**src/rtl/irq_pulse_collector.sv**
```systemverilog
// irq_pulse_collector: turns periodic interrupt pulses into sticky, maskable
// pending bits with overrun tracking, a lowest-index-first vector and a
// saturating lost-event counter.
module irq_pulse_collector #(
   parameter int unsigned CH_NUM = 15,
   parameter int unsigned CNT_W  = 16
) (
   input  logic              clk_100,
   input  logic              rst_100_n,
   input  logic [CH_NUM-1:0] irq_pulse,
   input  logic [CH_NUM-1:0] irq_mask,
   input  logic              ack_valid,
   input  logic [CH_NUM-1:0] ack_bits,
   output logic [CH_NUM-1:0] irq_pend,
   output logic [CH_NUM-1:0] irq_ovr,
   output logic              irq_out,
   output logic [3:0]        irq_id,
   output logic              irq_id_vld,
   output logic [CNT_W-1:0]  lost_cnt
);

   localparam int unsigned SUM_W = $clog2(CH_NUM + 1);
   localparam int unsigned ADD_W = CNT_W + 1;

   logic [CH_NUM-1:0] pulse_q;
   logic [CH_NUM-1:0] pend_q, pend_d;
   logic [CH_NUM-1:0] ovr_q, ovr_d;
   logic [CH_NUM-1:0] edge_det, clr, lost, enabled;
   logic [SUM_W-1:0]  lost_num;
   logic [ADD_W-1:0]  cnt_sum;
   logic [CNT_W-1:0]  cnt_q, cnt_d;
   logic              out_q, out_d;
   logic [3:0]        id_q, id_d;

   // Per-channel edge detect and set/clear resolution; a new edge beats a clear.
   always_comb begin
      edge_det = irq_pulse & ~pulse_q;
      clr      = {CH_NUM{ack_valid}} & ack_bits;
      lost     = edge_det & pend_q & ~clr;
      pend_d   = edge_det | (pend_q & ~clr);
      ovr_d    = lost | (ovr_q & ~clr);
   end

   // Count lost events this cycle and add them to the counter, clamping at all-ones.
   always_comb begin
      lost_num = '0;
      for (int i = 0; i < CH_NUM; i++) begin
         lost_num = lost_num + SUM_W'(lost[i]);
      end
      cnt_sum = {1'b0, cnt_q} + ADD_W'(lost_num);
      cnt_d   = cnt_sum[CNT_W] ? {CNT_W{1'b1}} : cnt_sum[CNT_W-1:0];
   end

   // Priority encode from next-state pending so the vector moves with irq_pend.
   always_comb begin
      enabled = pend_d & irq_mask;
      out_d   = |enabled;
      id_d    = '0;
      for (int i = CH_NUM - 1; i >= 0; i--) begin
         if (enabled[i]) begin
            id_d = 4'(i);
         end
      end
   end

   // State registers; reset discards all pending, overrun and count state.
   always_ff @(posedge clk_100 or negedge rst_100_n) begin
      if (!rst_100_n) begin
         pulse_q <= '0;
         pend_q  <= '0;
         ovr_q   <= '0;
         cnt_q   <= '0;
         out_q   <= 1'b0;
         id_q    <= '0;
      end else begin
         pulse_q <= irq_pulse;
         pend_q  <= pend_d;
         ovr_q   <= ovr_d;
         cnt_q   <= cnt_d;
         out_q   <= out_d;
         id_q    <= id_d;
      end
   end

   assign irq_pend   = pend_q;
   assign irq_ovr    = ovr_q;
   assign irq_out    = out_q;
   assign irq_id     = id_q;
   assign irq_id_vld = out_q;
   assign lost_cnt   = cnt_q;

endmodule

```
**config.mk**
```make
export PLATFORM = sky130hd
export DESIGN_NAME = irq_pulse_collector
export DESIGN_NICKNAME = d
export VERILOG_FILES = /design/src/rtl/irq_pulse_collector.sv
export SDC_FILE = /design/constraint.sdc
export NUM_CORES = 1
export LEC_CHECK = 0
export ABC_AREA = 1
export BUFFER_PORTS_ARGS = -buffer_cell sky130_fd_sc_hd__buf_2
export CORE_UTILIZATION = 40
export DETAILED_ROUTE_END_ITERATION = 8
export GPL_ROUTABILITY_DRIVEN = 0
export PLACE_DENSITY = 0.76
export SETUP_SLACK_MARGIN = 0.1
export SYNTH_ARGS = -nofsm -noshare
export SYNTH_HDL_FRONTEND = slang
export SYNTH_SLANG_ARGS = --single-unit
```
**constraint.sdc**
```tcl
create_clock -name clk_100 -period 4 [get_ports clk_100]
set_input_delay 0.4 -clock clk_100 [delete_from_list [all_inputs] [get_ports clk_100]]
set_output_delay 0.4 -clock clk_100 [all_outputs]
set_load 0.05 [all_outputs]
```
## Word level (Yosys, flattened, before mapping)

Index checks and enable logic that the tools add are counted.

- Add/sub/neg operators: 15
- Mux-type cells: 16
- Bitwise gates (word level): 11
- Reductions and logical operators: 1

Operator list:

| operator | count |
|---|---|
| 15-bit AND | 7 |
| 4-bit two-way mux | 15 |
| 4-bit by 1-bit adder with 4-bit output | 11 |
| 15-bit NOT | 2 |
| 15-bit bitwise OR | 2 |
| 16-bit by 4-bit adder with 17-bit output | 1 |
| 16-bit two-way mux | 1 |
| 15-bit OR reduction | 1 |
| 3-bit by 1-bit adder with 4-bit output | 1 |
| 2-bit by 1-bit adder with 3-bit output | 1 |
| 1-bit by 1-bit adder with 2-bit output | 1 |

- Flip-flop bits (word level): 66
- Output and inout bits: 52

## Logic depth before layout (Yosys ltp)

Gate-level depths: netlist of the first run.

- Depth in word-level cells: 20
- Depth in mapped cells: 23
- Gate-level depth less buffers: 22

## Least setup slack after synthesis of the first run

OpenSTA, ideal clock, no wires.

- Kind: register to register
- From: reg pend_q[10] (netlist: irq_pend[10])
- To: reg cnt_q[13] (netlist: lost_cnt[13])
- Data arrival time: 4454 ps
- Required time: 3871 ps
- Slack: -583 ps
- Cell stages (with the launch flop): 18
- Period minus slack after synthesis: 4583 ps
- Cells stage by stage: dfrtp_1 -> nand4_1 -> fa_1 -> inv_1 -> fa_1 -> inv_1 -> fa_1 -> inv_1 -> fa_1 -> ha_1 -> fa_1 -> a21oi_1 -> o21ai_2 -> a21oi_2 -> nor3_4 -> nand3_1 -> buf_2 -> nand3b_1

- Longest elaborated chain between the ends: 9

Ends and longest elaborated chain:

| what | RTL line | text |
|---|---|---|
| start: declaration | 26 | `logic [CH_NUM-1:0] pend_q, pend_d;` |
| start signal: assignment | 77 | `pend_q <= pend_d;` |
| 15-bit AND (2 in series) | 39 | `lost = edge_det & pend_q & ~clr;` |
| 4-bit by 1-bit adder with 4-bit output (5 in series) | 48 | `lost_num = lost_num + SUM_W'(lost[i]);` |
| 16-bit by 4-bit adder with 17-bit output | 50 | `cnt_sum = {1'b0, cnt_q} + ADD_W'(lost_num);` |
| 16-bit two-way mux | 51 | `cnt_d = cnt_sum[CNT_W] ? {CNT_W{1'b1}} : cnt_sum[CNT_W-1:0];` |
| net cnt_d[13] | 31 | `logic [CNT_W-1:0] cnt_q, cnt_d;` |
| end signal: assignment | 79 | `cnt_q <= cnt_d;` |
| end: declaration | 31 |  |

The timed path passes the listed nets, and every way through them passes these cells.

## Worst setup path in the final report of the first run

- From: reg pulse_q[14]
- To: reg cnt_q[14] (netlist: lost_cnt[14])

- Longest elaborated chain between the ends: 7

Ends and longest elaborated chain:

| what | RTL line | text |
|---|---|---|
| start: declaration | 25 | `logic [CH_NUM-1:0] pulse_q;` |
| start signal: assignment | 76 | `pulse_q <= irq_pulse;` |
| 15-bit NOT | 37 | `edge_det = irq_pulse & ~pulse_q;` |
| 15-bit AND | 37 |  |
| 15-bit AND (2 in series) | 39 |  |
| 4-bit by 1-bit adder with 4-bit output | 48 |  |
| 16-bit by 4-bit adder with 17-bit output | 50 |  |
| 16-bit two-way mux | 51 |  |
| net cnt_d[14] | 31 |  |

The timed path passes the listed nets, and every way through them passes these cells.

==> metrics, run 1 <==
leak pwr=2.40 nW; die height=90.9 microns; Row Count=32; DR iter-0 viols=95; First-pass DRT Iterations=4; DRT antenna net count=0; Syn Inst Count=346; GR Layer Usage met1=25.5%; Yosys cell types=27; Fin. Hold Viols=0; grt met3 use=4.21%; Mapped Avg Cell Area=9.13 sq um; CP most frequent cell=fa_1; Layout area overhead=35.6%; initial antenna violation count=0; cell taking the most area after synthesis=dfrtp_1; first-pass GRT wire length=12.6 mm; CTS root buf=clkbuf_8; fillers=713; CP required=4.22 ns; Fmax=230 MHz; clock-pin transition on the worst setup and hold timing paths=0.07 ns; worst vdd ir=0.000256 V; vias in the first global route=2793; status=finished with violations; drt total wl=7.62 mm; cell family with most CP delay=adder cells; WP depth=17; dpl hpwl=5.99 mm; Top FF cell, synth=dfrtp_1; violated checks=negative setup slack; Power Dens Cells=558 mW/mm^2; Die Wd=90.9 microns; CP Capture Point=lost_cnt[14]$_DFF_PN0_; CP Launch Point=pulse_q[14]$_DFF_PN0_; sequential area share after synthesis=52.3%; setup ws final=-0.346 ns; Worst Setup Start Kind=register; Slew headroom=41.8%; Syn Nets=414; sequential standard cell area=0.00166 sq mm; crit path max-delay cell type=fa_1; DRC violations left=0; GRT Total Usage=19.7%; Clk Latency, worst-skew pair=0.33 ns; CP Max Fanout=4; Post-DP Area=0.00402 sq mm; Nets=558; Fin Hold WS=0.179 ns; Max Cap Viol=0; Design Area, Final=0.00429 sq mm; die area=0.00826 sq mm; Avg Vias per Cell=4.63; Clock Skew=0.00854 ns; Vias=2761; Sum Neg Setup Slack=-4.41 ns; number of I/O pins=100; shortest period the worst path allows=4.35 ns; area of the multi-input gates=0.00135 sq mm; post-synth top area share=52.3%; RSZ-0062 raised after global routing=yes; worst-path cell chain=inv_2 -> nand4_1 -> fa_1 -> inv_2 -> fa_1 -> inv_1 -> fa_1 -> inv_2 -> fa_1 -> ha_2 -> fa_2 -> a21oi_2 -> o21ai_2 -> a21oi_2 -> nor3_4 -> nand2_2 -> o31a_1; crit end category=register; worst slew pin tran=0.873 ns; grt met2 use=31.4%; Post-Syn Area=0.00316 sq mm; Worst R2R Setup Slack=-0.35 ns; slowest stage delay, CP=0.61 ns; critical path type=register to register; ant diodes=0; Hold Crit Class=input pin to async pin; pins over their slew limit=0; RR Startpoint=pulse_q[14]$_DFF_PN0_; R2R Path End=lost_cnt[14]$_DFF_PN0_; Final Setup Violations=16; number of synthesized flops with an enable pin=0; Buf/Inv on CP=4; Max H-tree Level=3; Top Usage Layer GRT=met2; dominant cells by area after synthesis=dfrtp_1, nand2_1, fa_1, inv_1, ha_1; clock sinks=66; share of layout cells above drive strength 1=37.4%; pin count of the biggest net entering global routing=40; crit share post-route=109%; grt ovf=0; flops & latches, synth=66; Reg2Reg Depth=17; routed len/inst=12.8 microns; warning count from the yosys run=0; starting density of the core=41.1%; Core Region=0.00769 sq mm; CTS tree=done; crit path DAT=4.57 ns; Setup WS pre-CTS=-0.714 ns; Post-synth ARST share=100%; Port Buf Inserts=99; Clock Tree Buf Depth=2; Num CTS Buffers=9
[where the power goes]
part | switching, mW | total (mW) | internal [mW]
Sequential | 0.0596 | 0.829 | 0.770
Clock | 0.236 | 0.491 | 0.255
Combinational | 0.714 | 1.07 | 0.355
[through the flow]
| stage | power, mW | util [%] | std cells |
|---|---|---|---|
| after floorplan | 1.58 | - | 346 |
| after global placement | 1.87 | 52.3 | 575 |
| after detailed placement | 1.91 | 52.3 | 575 |
| after CTS | 2.41 | 55.1 | 594 |
| after global routing | 2.55 | 55.7 | 596 |
| final | 2.39 | 55.7 | 596 |
[what timing repair did]
item	CTS	global route
pin swaps	5	7
hold buffers	0	0
gates resized for setup	7	12
setup buffers	4	2
endpoints found under the setup margin	16	16
[worst reg2reg max path, cell delays in order (launching register included)]
cell	delay [ns]
dfrtp_1	0.37
inv_2	0.06
nand4_1	0.16
fa_1	0.61
inv_2	0.05
fa_1	0.49
inv_1	0.05
fa_1	0.50
inv_2	0.05
fa_1	0.54
ha_2	0.19
fa_2	0.22
a21oi_2	0.06
o21ai_2	0.16
a21oi_2	0.10
nor3_4	0.25
nand2_2	0.13
o31a_1	0.25
[state kept, by name, summed over array words and instances, names as in the netlist]
name	flops
pulse_q	15
irq_id	4
irq_id_vld	1
irq_ovr	15
lost_cnt	16
irq_pend	15
[final cells by class]
cell class / instances / share of cell area (%)
Sequential cell: 66 / 38.8
Multi-Input combinational cell: 225 / 31.6
Timing Repair Buffer: 136 / 18.1
Inverter: 52 / 4.55
Clock buffer: 13 / 3.71
Tap cell: 102 / 2.98
Clock inverter: 2 / 0.292
[Yosys cell counts, types with 2 or more instances]
library cell	number
nand3b_1	3
dfrtp_1	66
nand3_1	10
nor2_1	21
a21oi_1	6
nand2_2	4
nand4_1	12
xnor2_1	3
inv_1	52
nor3_1	4
a21oi_2	2
o21ai_0	13
fa_1	11
a22o_1	6
ha_1	9
nand2_1	113
[worst min path at each step]
stage	start	endpoint	slack, ns	cells past startpoint
5_1_grt	irq_pulse[1]	pulse_q[1]$_DFF_PN0_	0.17	1
3_3_place_gp	irq_ovr[12]$_DFF_PN0_	irq_ovr[12]$_DFF_PN0_	0.46	2
4_1_cts	irq_pulse[1]	pulse_q[1]$_DFF_PN0_	0.17	1
3_5_place_dp	irq_ovr[10]$_DFF_PN0_	irq_ovr[10]$_DFF_PN0_	0.46	2
6_report	rst_100_n	irq_pend[3]$_DFF_PN0_	0.18	1
2_1_floorplan	rst_100_n	irq_id[0]$_DFF_PN0_	0.10	0
[cells by family (layout without fill, tap and decap cells)]
| kind of cell | Yosys count | in the layout | share of synthesized area [%] |
|---|---|---|---|
| compound gates | 31 | 31 | 6.22 |
| buf+inv | 55 | 203 | 6.93 |
| xor+xnor | 3 | 3 | 0.832 |
| simple gates | 171 | 171 | 23.2 |
| flops | 66 | 66 | 52.3 |
| fa+ha+maj | 20 | 20 | 10.5 |
[per-layer routing]
metal	vias up	part of all wire, %	routed length [microns]
met5	-	0	0
met4	0	1.4	108
met3	10	7.0	533
met2	90	47	3570
met1	1279	45	3410
li1	1382	-	-
[placed cells by master, fill, tap and decap left out, types with 2 or more instances in the layout]
cell      count
dfrtp_1      58
nand3_1       7
fa_1         10
nand3_2       2
clkbuf_1      2
nor2_1       20
clkbuf_8     11
nand4_1      12
nand3b_1      3
a21oi_1       4
a21oi_2       4
xnor2_1       2
ha_1          8
inv_1        49
buf_2        98
dfrtp_2       8
nand2_2       7
o21ai_2       4
nor3_1        4
o21ai_0       9
inv_2         3
a22o_1        6
buf_4        38
nand2_1     110
No activity file was read; power rests on OpenSTA's default activity.
==> inputs of run 2 (changes only) <==
Settings changed: ABC_CLOCK_PERIOD_IN_PS set to 4000, SKIP_LAST_GASP set to 1.
==> metrics, run 2 (synthesized netlist as in run 1, its figures left out) <==
drt total wl=7.64 mm (+0.21%); dpl hpwl=5.99 mm (unchanged); clock sinks=66 (unchanged); crit path DAT=4.57 ns (about the same); most common cell after layout, fill and taps aside=nand2_1; Max H-tree Level=3 (unchanged); share of layout cells above drive strength 1=37.2% (-0.20 points); starting density of the core=41.1% (unchanged); Nets=558 (unchanged); Final Setup Violations=16 (unchanged); Core Region=0.00769 sq mm (unchanged); die area=0.00826 sq mm (unchanged); worst vdd ir=0.000257 V (+0.18%); Slew headroom=41.9% (+0.11 points); vias in the first global route=2793 (unchanged); critical path type=register to register; Setup WS pre-CTS=-0.714 ns (unchanged); Worst Setup Start Kind=register; pins over their slew limit=0 (unchanged); pin count of the biggest net entering global routing=40 (unchanged); Die Wd=90.9 microns (unchanged); Fin. Hold Viols=0 (unchanged); CTS tree=done; DR iter-0 viols=90 (-5.3%); shortest period the worst path allows=4.34 ns (-0.00143 ns); CP required=4.22 ns (about the same); Port Buf Inserts=99 (unchanged); Hold Crit Class=input pin to async pin; Layout area overhead=35.5% (about the same); grt ovf=0 (unchanged); status=finished with violations; routed len/inst=12.8 microns (+0.21%); setup ws final=-0.345 ns (+0.00143 ns); initial antenna violation count=0 (unchanged); commonest non-fill, non-tap cells in the layout=nand2_1, buf_2, dfrtp_1; CTS root buf=clkbuf_8; Vias=2759 (-0.072%); die height=90.9 microns (unchanged); violated checks=negative setup slack; First-pass DRT Iterations=4 (unchanged); Power Total=2.39 mW (about the same); Num CTS Buffers=9 (unchanged); fillers=715 (+0.28%); Row Count=32 (unchanged); CP Max Fanout=4 (unchanged); ant diodes=0 (unchanged); first-pass GRT wire length=12.6 mm (unchanged); worst slew pin tran=0.872 ns (-0.00171 ns); clock-pin transition on the worst setup and hold timing paths=0.07 ns (about the same); Sum Neg Setup Slack=-4.39 ns (+0.0154 ns); Clock Tree Buf Depth=2 (unchanged); RSZ-0062 raised after global routing=yes; number of I/O pins=100 (unchanged); Post-DP Area=0.00402 sq mm (unchanged); DRT antenna net count=0 (unchanged); Fmax=230 MHz (about the same); crit end category=register; Design Area, Final=0.00428 sq mm (about the same); Reg2Reg Depth=17 (unchanged); area of the multi-input gates=0.00135 sq mm (-0.28%); Avg Vias per Cell=4.63 (about the same); sequential standard cell area=0.00166 sq mm (unchanged); leak pwr=2.40 nW (about the same); GRT Total Usage=19.7% (unchanged); Clock Skew=0.00836 ns (-0.000183 ns); crit share post-route=109% (about the same); Largest register FFs=16 (unchanged); Clk Latency, worst-skew pair=0.34 ns (about the same); final core utilization=55.7% (about the same); DRC violations left=0 (unchanged); Max Cap Viol=0 (unchanged); Power Dens Cells=558 mW/mm^2 (+0.15%)
run 2: through the flow:
stage / hold slack (ns) / instances
6_report: 0.177 / 596
5_1_grt: 0.172 / 596
4_1_cts: 0.170 / 594
3_5_place_dp: 0.462 / 575
3_3_place_gp: 0.459 / 575
2_1_floorplan: 0.104 / 346
run 2: final timing paths:
check                                            from                endpoint  slack, ns
worst max-delay path            pulse_q[14]$_DFF_PN0_  lost_cnt[14]$_DFF_PN0_      -0.34
worst max register to register  pulse_q[14]$_DFF_PN0_  lost_cnt[14]$_DFF_PN0_      -0.34
max in group asynchronous                   rst_100_n   irq_pend[2]$_DFF_PN0_       2.90
worst min-delay path                        rst_100_n   irq_pend[3]$_DFF_PN0_       0.18
min in group clk_100                     irq_pulse[5]    pulse_q[5]$_DFF_PN0_       0.18
worst min register to register  irq_ovr[10]$_DFF_PN0_   irq_ovr[10]$_DFF_PN0_       0.48
run 2: report_power, final:
part	internal [mW]	leakage (nW)	switching, mW
combinational	0.355	1.53	0.714
clock	0.255	0.0855	0.238
sequential	0.770	0.785	0.0596
total	1.38	2.40	1.01
run 2: metal layers:
layer	part of all wire (%)	up-vias	global-route usage (%)
met5	0	-	0
met4	1.9	0	9.79
met3	6.1	12	4.21
met2	47	86	31.4
met1	45	1277	25.5
li1	-	1384	-
run 2: timing repair:
| action | CTS | global route |
|---|---|---|
| setup endpoints to repair | 16 | 16 |
| resized for setup | 7 | 11 |
| pin swaps | 5 | 7 |
| hold buffers | 0 | 0 |
| buffers inserted | 4 | 2 |
run 2: final cells by class:
class	instances	area share [%]
Timing Repair Buffer	136	18.1
Multi-Input combinational cell	225	31.5
Tap cell	102	2.98
Clock buffer	13	3.71
Clock inverter	2	0.292
Inverter	52	4.56
Sequential cell	66	38.8
run 2: worst max-delay path, cell delays in order (launching register included):
cell and delay [ns]:
dfrtp_1 0.37, inv_2 0.06, nand4_1 0.15, fa_1 0.61, inv_2 0.05, fa_1 0.49
inv_1 0.05, fa_1 0.50, inv_2 0.05, fa_1 0.54, ha_2 0.19, fa_2 0.22
a21oi_2 0.06, o21ai_2 0.16, a21oi_2 0.10, nor3_4 0.25, nand2_2 0.13, o31a_1 0.25
==> inputs of run 3 (changes only) <==
Settings changed: CORE_MARGIN set to 1.5.
==> metrics, run 3 (synthesized netlist as in run 1, its figures left out) <==
pin count of the biggest net entering global routing=40 (unchanged); Setup WS pre-CTS=-0.733 ns (-0.0194 ns); slowest stage delay, CP=0.37 ns (-0.24 ns); clock sinks=66 (unchanged); Post-Place Cells=579 (+0.70%); shortest period the worst path allows=4.44 ns (+0.0946 ns); Power Total=2.52 mW (+5.4%); starting density of the core=41.1% (unchanged); CTS tree=done; crit path DAT=4.71 ns (+0.14 ns); routed len/inst=13.7 microns (+6.9%); Core Region=0.00769 sq mm (unchanged); cell family with most CP delay=buffers and inverters; status=finished with violations; Design Area, Final=0.00458 sq mm (+7.0%); CTS root buf=clkbuf_8; violated checks=negative setup slack; P_int=1.47 mW (+6.7%); Sum Neg Setup Slack=-5.64 ns (-1.25 ns); vias in the first global route=3145 (+13%); Largest register FFs=16 (unchanged); clock-pin transition on the worst setup and hold timing paths=0.07 ns (about the same); critical path type=register to register; Max Cap Viol=0 (unchanged); Fmax=225 MHz (-2.1%); Reg2Reg Depth=33 (+16); DRT antenna net count=0 (unchanged); worst vdd ir=0.000296 V (+16%); crit end category=register; First-pass DRT Iterations=4 (unchanged); CP Max Fanout=2 (-2); RSZ-0062 raised after global routing=yes; drt total wl=8.66 mm (+13%); Max H-tree Level=3 (unchanged); Slew headroom=59.1% (+17 points); most common cell after layout, fill and taps aside=nand2_1; RR Startpoint=pulse_q[12]$_DFF_PN0_; Vias=2968 (+7.6%); die area=0.00844 sq mm (+2.2%); Fin. Hold Viols=0 (unchanged); DRC violations left=0 (unchanged); P_sw=1.05 mW (+3.5%); initial antenna violation count=0 (unchanged); number of I/O pins=100 (unchanged); Buf/Inv on CP=31 (+27); Clock Tree Buf Depth=2 (unchanged); ant diodes=0 (unchanged); R2R Path End=irq_ovr[12]$_DFF_PN0_; Row Count=32 (unchanged); Logic pwr share=44.9% (+0.2 points); first-pass GRT wire length=14.7 mm (+17%); die height=91.9 microns (+1.1%); Clock Skew=0.0100 ns (+0.00169 ns); commonest non-fill, non-tap cells in the layout=nand2_1, buf_2, buf_4; Num CTS Buffers=9 (unchanged); clock power share=22.1% (+1.5 points); dpl hpwl=6.15 mm (+2.7%); crit path max-delay cell type=dfrtp_1; GRT Total Usage=22.6% (+2.9 points); pins over their slew limit=0 (unchanged); Power Dens Cells=550 mW/mm^2 (-1.5%); Port Buf Inserts=99 (unchanged); Nets=593 (+6.3%); Die Wd=91.9 microns (+1.1%); CP most frequent cell=buf_4; Clk Latency, worst-skew pair=0.34 ns (about the same); Hold Crit Class=input pin to async pin; non-filler cells, final=632 (+6.0%); Post-DP Area=0.00405 sq mm (+0.75%); Worst R2R Setup Slack=-0.44 ns (-0.09 ns); Layout area overhead=44.9%; Final Setup Violations=17 (+1); sequential share of power=33.0% (-1.7 points); share of layout cells above drive strength 1=41.7% (+4.5 points); setup ws final=-0.440 ns (-0.0946 ns); leak pwr=2.56 nW (+6.9%); crit share post-route=111% (+2.4 points); worst slew pin tran=0.613 ns (-0.259 ns); sw frac=41.6% (-0.74 points); grt ovf=0 (unchanged); CP required=4.27 ns (+0.05 ns); Worst Setup Start Kind=register; DR iter-0 viols=87 (-3.3%); Avg Vias per Cell=4.70 (+1.4%)
[run 3: repair_timing]
item | in CTS | in global routing
cloned | 1 | 0
hold buffers | 0 | 0
pin swaps | 12 | 1
endpoints found under the hold margin | 0 | 0
gates resized for setup | 13 | 5
setup buffers | 38 | 0
setup endpoints to repair | 16 | 17
[run 3: per-layer routing]
layer  global-route usage [%]  share of wire (%)  up-vias
li1                         -                  -     1450
met1                     27.7                 43     1402
met2                     39.1                 50       98
met3                     3.98                5.1       18
met4                     9.62                2.1        0
met5                        0                  0        -
[run 3: layout make-up]
| class | instances | area [sq um] |
|---|---|---|
| sequential | 66 | 1660 |
| clock inverter | 4 | 51.3 |
| tap | 102 | 128 |
| inverter | 52 | 195 |
| clock buffer | 12 | 145 |
| fill | 673 | 3110 |
| timing repair buffer | 170 | 1030 |
| multi-input combinational | 226 | 1370 |
[run 3: how the worst max path moves through the flow]
| stage | start | to | slack (ns) | depth (start not counted) |
|---|---|---|---|---|
| after floorplan | irq_pend[10]$_DFF_PN0_ | lost_cnt[10]$_DFF_PN0_ | -0.27 | 17 |
| after global placement | ack_valid | lost_cnt[11]$_DFF_PN0_ | -0.59 | 18 |
| after detailed placement | ack_valid | lost_cnt[14]$_DFF_PN0_ | -0.73 | 19 |
| after CTS | pulse_q[12]$_DFF_PN0_ | lost_cnt[14]$_DFF_PN0_ | -0.30 | 17 |
| after global routing | pulse_q[12]$_DFF_PN0_ | lost_cnt[10]$_DFF_PN0_ | -0.58 | 18 |
| final | pulse_q[12]$_DFF_PN0_ | irq_ovr[12]$_DFF_PN0_ | -0.44 | 33 |
[run 3: power groups by stage]
stage / Sequential (mW) / Combinational [mW] / Clock [mW]
after floorplan: 1.15 / 0.432 / 0
after global placement: 0.837 / 1.05 / 0
after detailed placement: 0.841 / 1.08 / 0
after CTS: 0.830 / 1.13 / 0.569
after global routing: 0.843 / 1.26 / 0.597
final: 0.830 / 1.13 / 0.557
[run 3: per-stage QoR]
step | utilization [%] | hold slack, ns
after global routing | 59.6 | 0.120
after detailed placement | 52.7 | 0.458
final | 59.6 | 0.0654
after CTS | 59.5 | 0.0829
after floorplan | - | 0.104
after global placement | 52.7 | 0.448
